$ cat src/rtl/calc_pkg.sv
// Shared types and key codes for the keypad-to-adder sequencing controller.
package calc_pkg;

    typedef enum logic [1:0] {
        ENTER_A = 2'd0,
        ENTER_B = 2'd1,
        ADD_REQ = 2'd2,
        SHOW    = 2'd3
    } state_t;

    localparam logic [3:0] KEY_PLUS = 4'd10;
    localparam logic [3:0] KEY_EQ   = 4'd11;
    localparam logic [3:0] KEY_CLR  = 4'd12;

endpackage

$ cat src/rtl/digit_accumulator.sv
// Builds one decimal operand digit by digit; refuses digits once DIGITS have been taken.
module digit_accumulator #(
    parameter int DIGITS = 3,
    parameter int OP_W   = 10,
    parameter int CNT_W  = $clog2(DIGITS + 1)
) (
    input  logic             clk,
    input  logic             rst,
    input  logic             clr,
    input  logic             load_d,
    input  logic [3:0]       d,
    output logic [OP_W-1:0]  acc,
    output logic [CNT_W-1:0] cnt,
    output logic             full
);

    logic [OP_W-1:0] acc_x10;
    logic [OP_W-1:0] d_ext;

    // The digit limit keeps acc*10+d inside OP_W bits, so no saturation is needed.
    assign acc_x10 = (acc << 3) + (acc << 1);
    assign d_ext   = OP_W'(d);
    assign full    = (cnt == CNT_W'(DIGITS));

    // clr together with load_d starts a fresh operand holding the single digit.
    always_ff @(posedge clk or posedge rst) begin
        if (rst) begin
            acc <= '0;
            cnt <= '0;
        end else if (clr) begin
            if (load_d) begin
                acc <= d_ext;
                cnt <= CNT_W'(1);
            end else begin
                acc <= '0;
                cnt <= '0;
            end
        end else if (load_d && !full) begin
            acc <= acc_x10 + d_ext;
            cnt <= cnt + CNT_W'(1);
        end
    end

endmodule

$ cat src/rtl/keypad_sum_ctrl.sv
// Sequences keypad events into two operands, requests one addition, and holds the sum for display.
module keypad_sum_ctrl
    import calc_pkg::*;
#(
    parameter int DIGITS = 3,
    parameter int OP_W   = 10,
    parameter int RES_W  = 11
) (
    input  logic             clk,
    input  logic             rst,
    input  logic             key_valid,
    input  logic [3:0]       key_code,
    input  logic             add_ack,
    input  logic [RES_W-1:0] add_sum,
    output logic             add_req,
    output logic [OP_W-1:0]  operand_a,
    output logic [OP_W-1:0]  operand_b,
    output logic [RES_W-1:0] result,
    output logic [RES_W-1:0] disp_value,
    output logic [1:0]       state_o,
    output logic             entry_err
);

    localparam int CNT_W = $clog2(DIGITS + 1);

    state_t state, next_state;

    logic             clr_a, load_a, clr_b, load_b;
    logic             res_load, res_clr, err_next;
    logic [OP_W-1:0]  acc_a, acc_b;
    logic [CNT_W-1:0] cnt_a, cnt_b;
    logic             full_a, full_b;
    logic             is_digit, is_plus, is_eq, is_clr;

    assign is_digit = key_valid && (key_code <= 4'd9);
    assign is_plus  = key_valid && (key_code == KEY_PLUS);
    assign is_eq    = key_valid && (key_code == KEY_EQ);
    assign is_clr   = key_valid && (key_code == KEY_CLR);

    digit_accumulator #(.DIGITS(DIGITS), .OP_W(OP_W), .CNT_W(CNT_W)) u_acc_a (
        .clk    (clk),
        .rst    (rst),
        .clr    (clr_a),
        .load_d (load_a),
        .d      (key_code),
        .acc    (acc_a),
        .cnt    (cnt_a),
        .full   (full_a)
    );

    digit_accumulator #(.DIGITS(DIGITS), .OP_W(OP_W), .CNT_W(CNT_W)) u_acc_b (
        .clk    (clk),
        .rst    (rst),
        .clr    (clr_b),
        .load_d (load_b),
        .d      (key_code),
        .acc    (acc_b),
        .cnt    (cnt_b),
        .full   (full_b)
    );

    always_ff @(posedge clk or posedge rst) begin
        if (rst) begin
            state     <= ENTER_A;
            result    <= '0;
            entry_err <= 1'b0;
        end else begin
            state     <= next_state;
            entry_err <= err_next;
            if (res_clr)
                result <= '0;
            else if (res_load)
                result <= add_sum;
        end
    end

    // ADD_REQ only listens to add_ack, so keys (even CLEAR) cannot disturb frozen operands.
    always_comb begin
        next_state = state;
        clr_a      = 1'b0;
        load_a     = 1'b0;
        clr_b      = 1'b0;
        load_b     = 1'b0;
        res_load   = 1'b0;
        res_clr    = 1'b0;
        err_next   = 1'b0;
        case (state)
            ENTER_A: begin
                if (is_clr) begin
                    clr_a   = 1'b1;
                    clr_b   = 1'b1;
                    res_clr = 1'b1;
                end else if (is_digit) begin
                    load_a   = !full_a;
                    err_next = full_a;
                end else if (is_plus && (cnt_a != '0)) begin
                    clr_b      = 1'b1;
                    next_state = ENTER_B;
                end
            end
            ENTER_B: begin
                if (is_clr) begin
                    clr_a      = 1'b1;
                    clr_b      = 1'b1;
                    res_clr    = 1'b1;
                    next_state = ENTER_A;
                end else if (is_digit) begin
                    load_b   = !full_b;
                    err_next = full_b;
                end else if (is_eq && (cnt_b != '0)) begin
                    next_state = ADD_REQ;
                end
            end
            ADD_REQ: begin
                if (add_ack) begin
                    res_load   = 1'b1;
                    next_state = SHOW;
                end
            end
            SHOW: begin
                if (is_clr || is_digit) begin
                    clr_a      = 1'b1;
                    load_a     = is_digit;
                    clr_b      = 1'b1;
                    res_clr    = 1'b1;
                    next_state = ENTER_A;
                end
            end
            default: next_state = ENTER_A;
        endcase
    end

    // B stays on display through the request so the user sees the last operand typed.
    always_comb begin
        disp_value = '0;
        case (state)
            ENTER_A:          disp_value = RES_W'(acc_a);
            ENTER_B, ADD_REQ: disp_value = RES_W'(acc_b);
            SHOW:             disp_value = result;
            default:          disp_value = '0;
        endcase
    end

    assign add_req   = (state == ADD_REQ);
    assign operand_a = acc_a;
    assign operand_b = acc_b;
    assign state_o   = state;

endmodule

$ cat config.mk
export PLATFORM = sky130hd
export DESIGN_NAME = keypad_sum_ctrl
export DESIGN_NICKNAME = d
export VERILOG_FILES = /design/src/rtl/calc_pkg.sv /design/src/rtl/digit_accumulator.sv /design/src/rtl/keypad_sum_ctrl.sv
export SDC_FILE = /design/constraint.sdc
export NUM_CORES = 1
export LEC_CHECK = 0
export BUFFER_PORTS_ARGS = -buffer_cell sky130_fd_sc_hd__buf_2
export CAP_MARGIN = 0
export CORE_MARGIN = 3
export CORE_UTILIZATION = 30
export DETAILED_ROUTE_END_ITERATION = 12
export SYNTH_ARGS = -nofsm -noshare
export SYNTH_HDL_FRONTEND = slang
export SYNTH_HIERARCHICAL = 1
export SYNTH_SLANG_ARGS = --single-unit
$ cat constraint.sdc
create_clock -name clk -period 2.87 [get_ports clk]
set_input_delay 0.574 -clock clk [delete_from_list [all_inputs] [get_ports clk]]
set_output_delay 0.574 -clock clk [all_outputs]
set_load 0.02 [all_outputs]
==> results.md <==
* Outcome: finished clean
* Final hold slack at 320 ps
* Num ports at 65
* LEAKAGE at 0.00184 uW
* Max clock buf depth at 2
* Setup CP Type: flop to primary output
* Sw Pwr at 1880 uW
* Synth warn at 6
* Most frequent cells in the layout: 64 x buf_2, 53 x nand2_1, 38 x dfrtp_1, 35 x ha_1, 29 x inv_1
* Clk sink count at 38
* Reg2Reg Setup Slack at 350 ps
* WL/cell at 15.8 um
* CTS tree: yes
* Placed insts at 544
* Post-Route WL at 8710 um
* DIE AREA at 11300 um2
* First-pass GRT wire length at 14000 um
* Worst min path class: input pin to async pin
* Post-synthesis sequential area ratio at 31.5%
* DIE HEIGHT at 106 um
* Unrepaired setup endpoints after global routing: false
* Seq pwr share at 24.1%
* GP Congestion at 0.873
* Die Span X at 106 um
* Mapped cell area at 3010 um2
* Synthesized Nets at 411
* Max-Slew Margin vs Limit at 56.3%
* Number of synthesized flops with an enable pin at 0
* Cells after Synth at 353
* Synthesis-stage register bit count at 38
* Core Footprint at 9500 um2
* Hold Fails Final Rpt at 0
* Post-Layout Cell Count at 552
* Clock power frac at 14.7%
* Final min period at 2560 ps
* Worst Reg-to-Reg Cells at 8
* Setup TNS at 0 ps
* Area Overhead vs Synth at 22.0%
* Max Freq at 391 MHz
* Crit start category: flop
* Final Skew at 8.71 ps
* Setup-failing EPs final at 0
* DRT iter0 DRCs at 165
* Worst EP required at 2300 ps
* Post-CTS Repair Setup Buffers at 0
* Synth Flop Type: dfrtp_1
* Worst VDD drop at 0.510 mV
* Period utilization at 89.1%
* GR Util All Layers at 15.4%
* CTS H-tree depth at 2
* Worst-margin pin slew at 655 ps
* Async SR Flop Fraction at 100%
* DP HPWL at 6890 um
* Worst EP arrival at 1980 ps
* Worst flop-to-flop path endpoint: u_acc_b/acc[9]$_DFFE_PP0P_
* Most common cell after layout, fill and taps aside: buf_2
* Clock-pin slew on the worst setup and hold paths at 90 ps
* Netlist cell types at 51
* Hold_buf cts at 0
* Sw frac at 47.9%
* Skew-Pair Late Insertion Delay at 300 ps
* Total Power at 3930 uW
* Area after DPL at 3540 um2
* Metal1 wirelength at 3940 um
* Max cap viols at 0
* Pwr dens at 1070 nW/um2
* # rows at 35
* Root Buffer: clkbuf_8
* Crit end category: primary output
* Crit-path max FO at 11
* Routed length on met2 at 4100 um
* Initial Utilization at 31.7%
* DR WL met3 at 533 um
* Total grt overflow at 0
* Num CTS Buffers at 5
* Part of the power in combinational logic at 61.2%
* PostCTS Resize Cnt at 0
* Final instance area at 3680 um2
* Final-stage net count at 480
* PortBufs at 64
* Pin count of the biggest net entering global routing at 30
* Max Slew Vio Count at 0
* Diode count at 0
* Post-route antenna net violation count at 0
* First-pass DRT Iterations at 4
* Share of cells above drive strength 1 at 22.7%
* R2R Path Start: u_acc_b/acc[0]$_DFFE_PP0P_
* Syn Area/Cell at 8.54 um2
* Internal at 2050 uW
* Via count at 2844
* Vias/cell at 5.15
* Number of global-route vias before repair at 2686
* Drt drc at 0
* Top Metal Used: met4
* Antenna violations before repair at 0
-- cell families (layout without fill, tap and decap cells) --
kind of cell | count (synthesis) | after routing | share of synthesized area (%)
and+or+nand+nor | 120 | 120 | 19.8
AOI/OAI and AO/OA | 105 | 105 | 23.8
buffers and inverters | 44 | 114 | 5.52
adders and majority gates | 39 | 39 | 17.2
DFF | 38 | 38 | 31.5
xor gates and xnor gates | 4 | 4 | 1.16
muxes | 3 | 3 | 0.996
-- state kept, by name, indices dropped and copies added, names as in the netlist, named ones only --
signal,count
u_acc_a/cnt,2
entry_err,1
result,11
state_o,1
u_acc_b/acc,10
u_acc_a/acc,10
u_acc_b/cnt,2
-- area by class of cell --
type / instances / area (um2)
repair buffers: 77 / 418
multi-input cells: 271 / 1900
well taps: 129 / 161
clock inverters: 2 / 60.1
fillers: 990 / 5820
flip-flops and latches: 38 / 951
clock buffers: 6 / 82.6
inverters: 29 / 109
-- worst max-delay path: stages (launching register included) --
cell	delay, ps
dfrtp_1	400
inv_1	140
ha_1	590
a22oi_1	180
o21ai_0	190
buf_2	190
-- synth_stat cells (all sizes together), types with 3 or more instances --
cell / number / share of area [%]
nand2: 53 / 6.6
dfrtp: 38 / 32
o21ai: 37 / 6.1
ha: 35 / 15
inv: 29 / 3.6
nor2: 15 / 1.9
a21oi: 14 / 2.4
clkbuf: 14 / 1.7
nand3: 14 / 2.3
a22oi: 11 / 2.7
nor3: 11 / 1.8
o211ai: 8 / 2.0
or2: 5 / 1.0
a211oi: 4 / 1.3
fa: 4 / 2.7
nor2b: 4 / 0.83
o21a: 4 / 1.0
a2111oi: 3 / 1.1
a31oi: 3 / 0.62
mux2i: 3 / 1.0
nand2b: 3 / 0.62
or3: 3 / 0.79
-- layer usage --
metal | track usage [%] | up-vias
met5 | 0 | -
li1 | - | 1416
met1 | 21.4 | 1329
met2 | 25.0 | 88
met4 | 3.61 | 0
met3 | 2.43 | 11
-- stage by stage --
| stage | worst slack (ps) | utilization [%] |
|---|---|---|
| 5_1_grt | 127 | 38.7 |
| 6_report | 313 | 38.7 |
| 4_1_cts | 323 | 38.7 |
| 3_5_place_dp | 87.1 | 37.2 |
| 3_3_place_gp | 143 | 37.2 |
| 2_1_floorplan | 341 | - |
-- how the worst max path moves through the flow --
stage                                    start                          to  slack (ps)  cells past startpoint
global route        u_acc_b/acc[0]$_DFFE_PP0P_  u_acc_b/acc[7]$_DFFE_PP0P_         130                      8
floorplan                          key_code[3]  u_acc_b/acc[9]$_DFFE_PP0P_         340                      8
global placement                   key_code[3]  u_acc_a/acc[9]$_DFFE_PP0P_         140                      9
finish                  state_o[0]$_DFFE_PP0P_               disp_value[4]         310                      5
detailed placement                 key_code[3]  u_acc_b/acc[7]$_DFFE_PP0P_          90                      9
CTS                     state_o[0]$_DFFE_PP0P_               disp_value[4]         320                      5
-- power by group through the flow --
stage                     clock [uW]  combinational [uW]  sequential, uW
after floorplan                    0                1520            1090
after global placement             0                2360             962
after detailed placement           0                2400             965
after CTS                        586                2420             953
after global routing             615                2680             982
final                            576                2400             948
No activity file was read; power rests on OpenSTA's default activity.
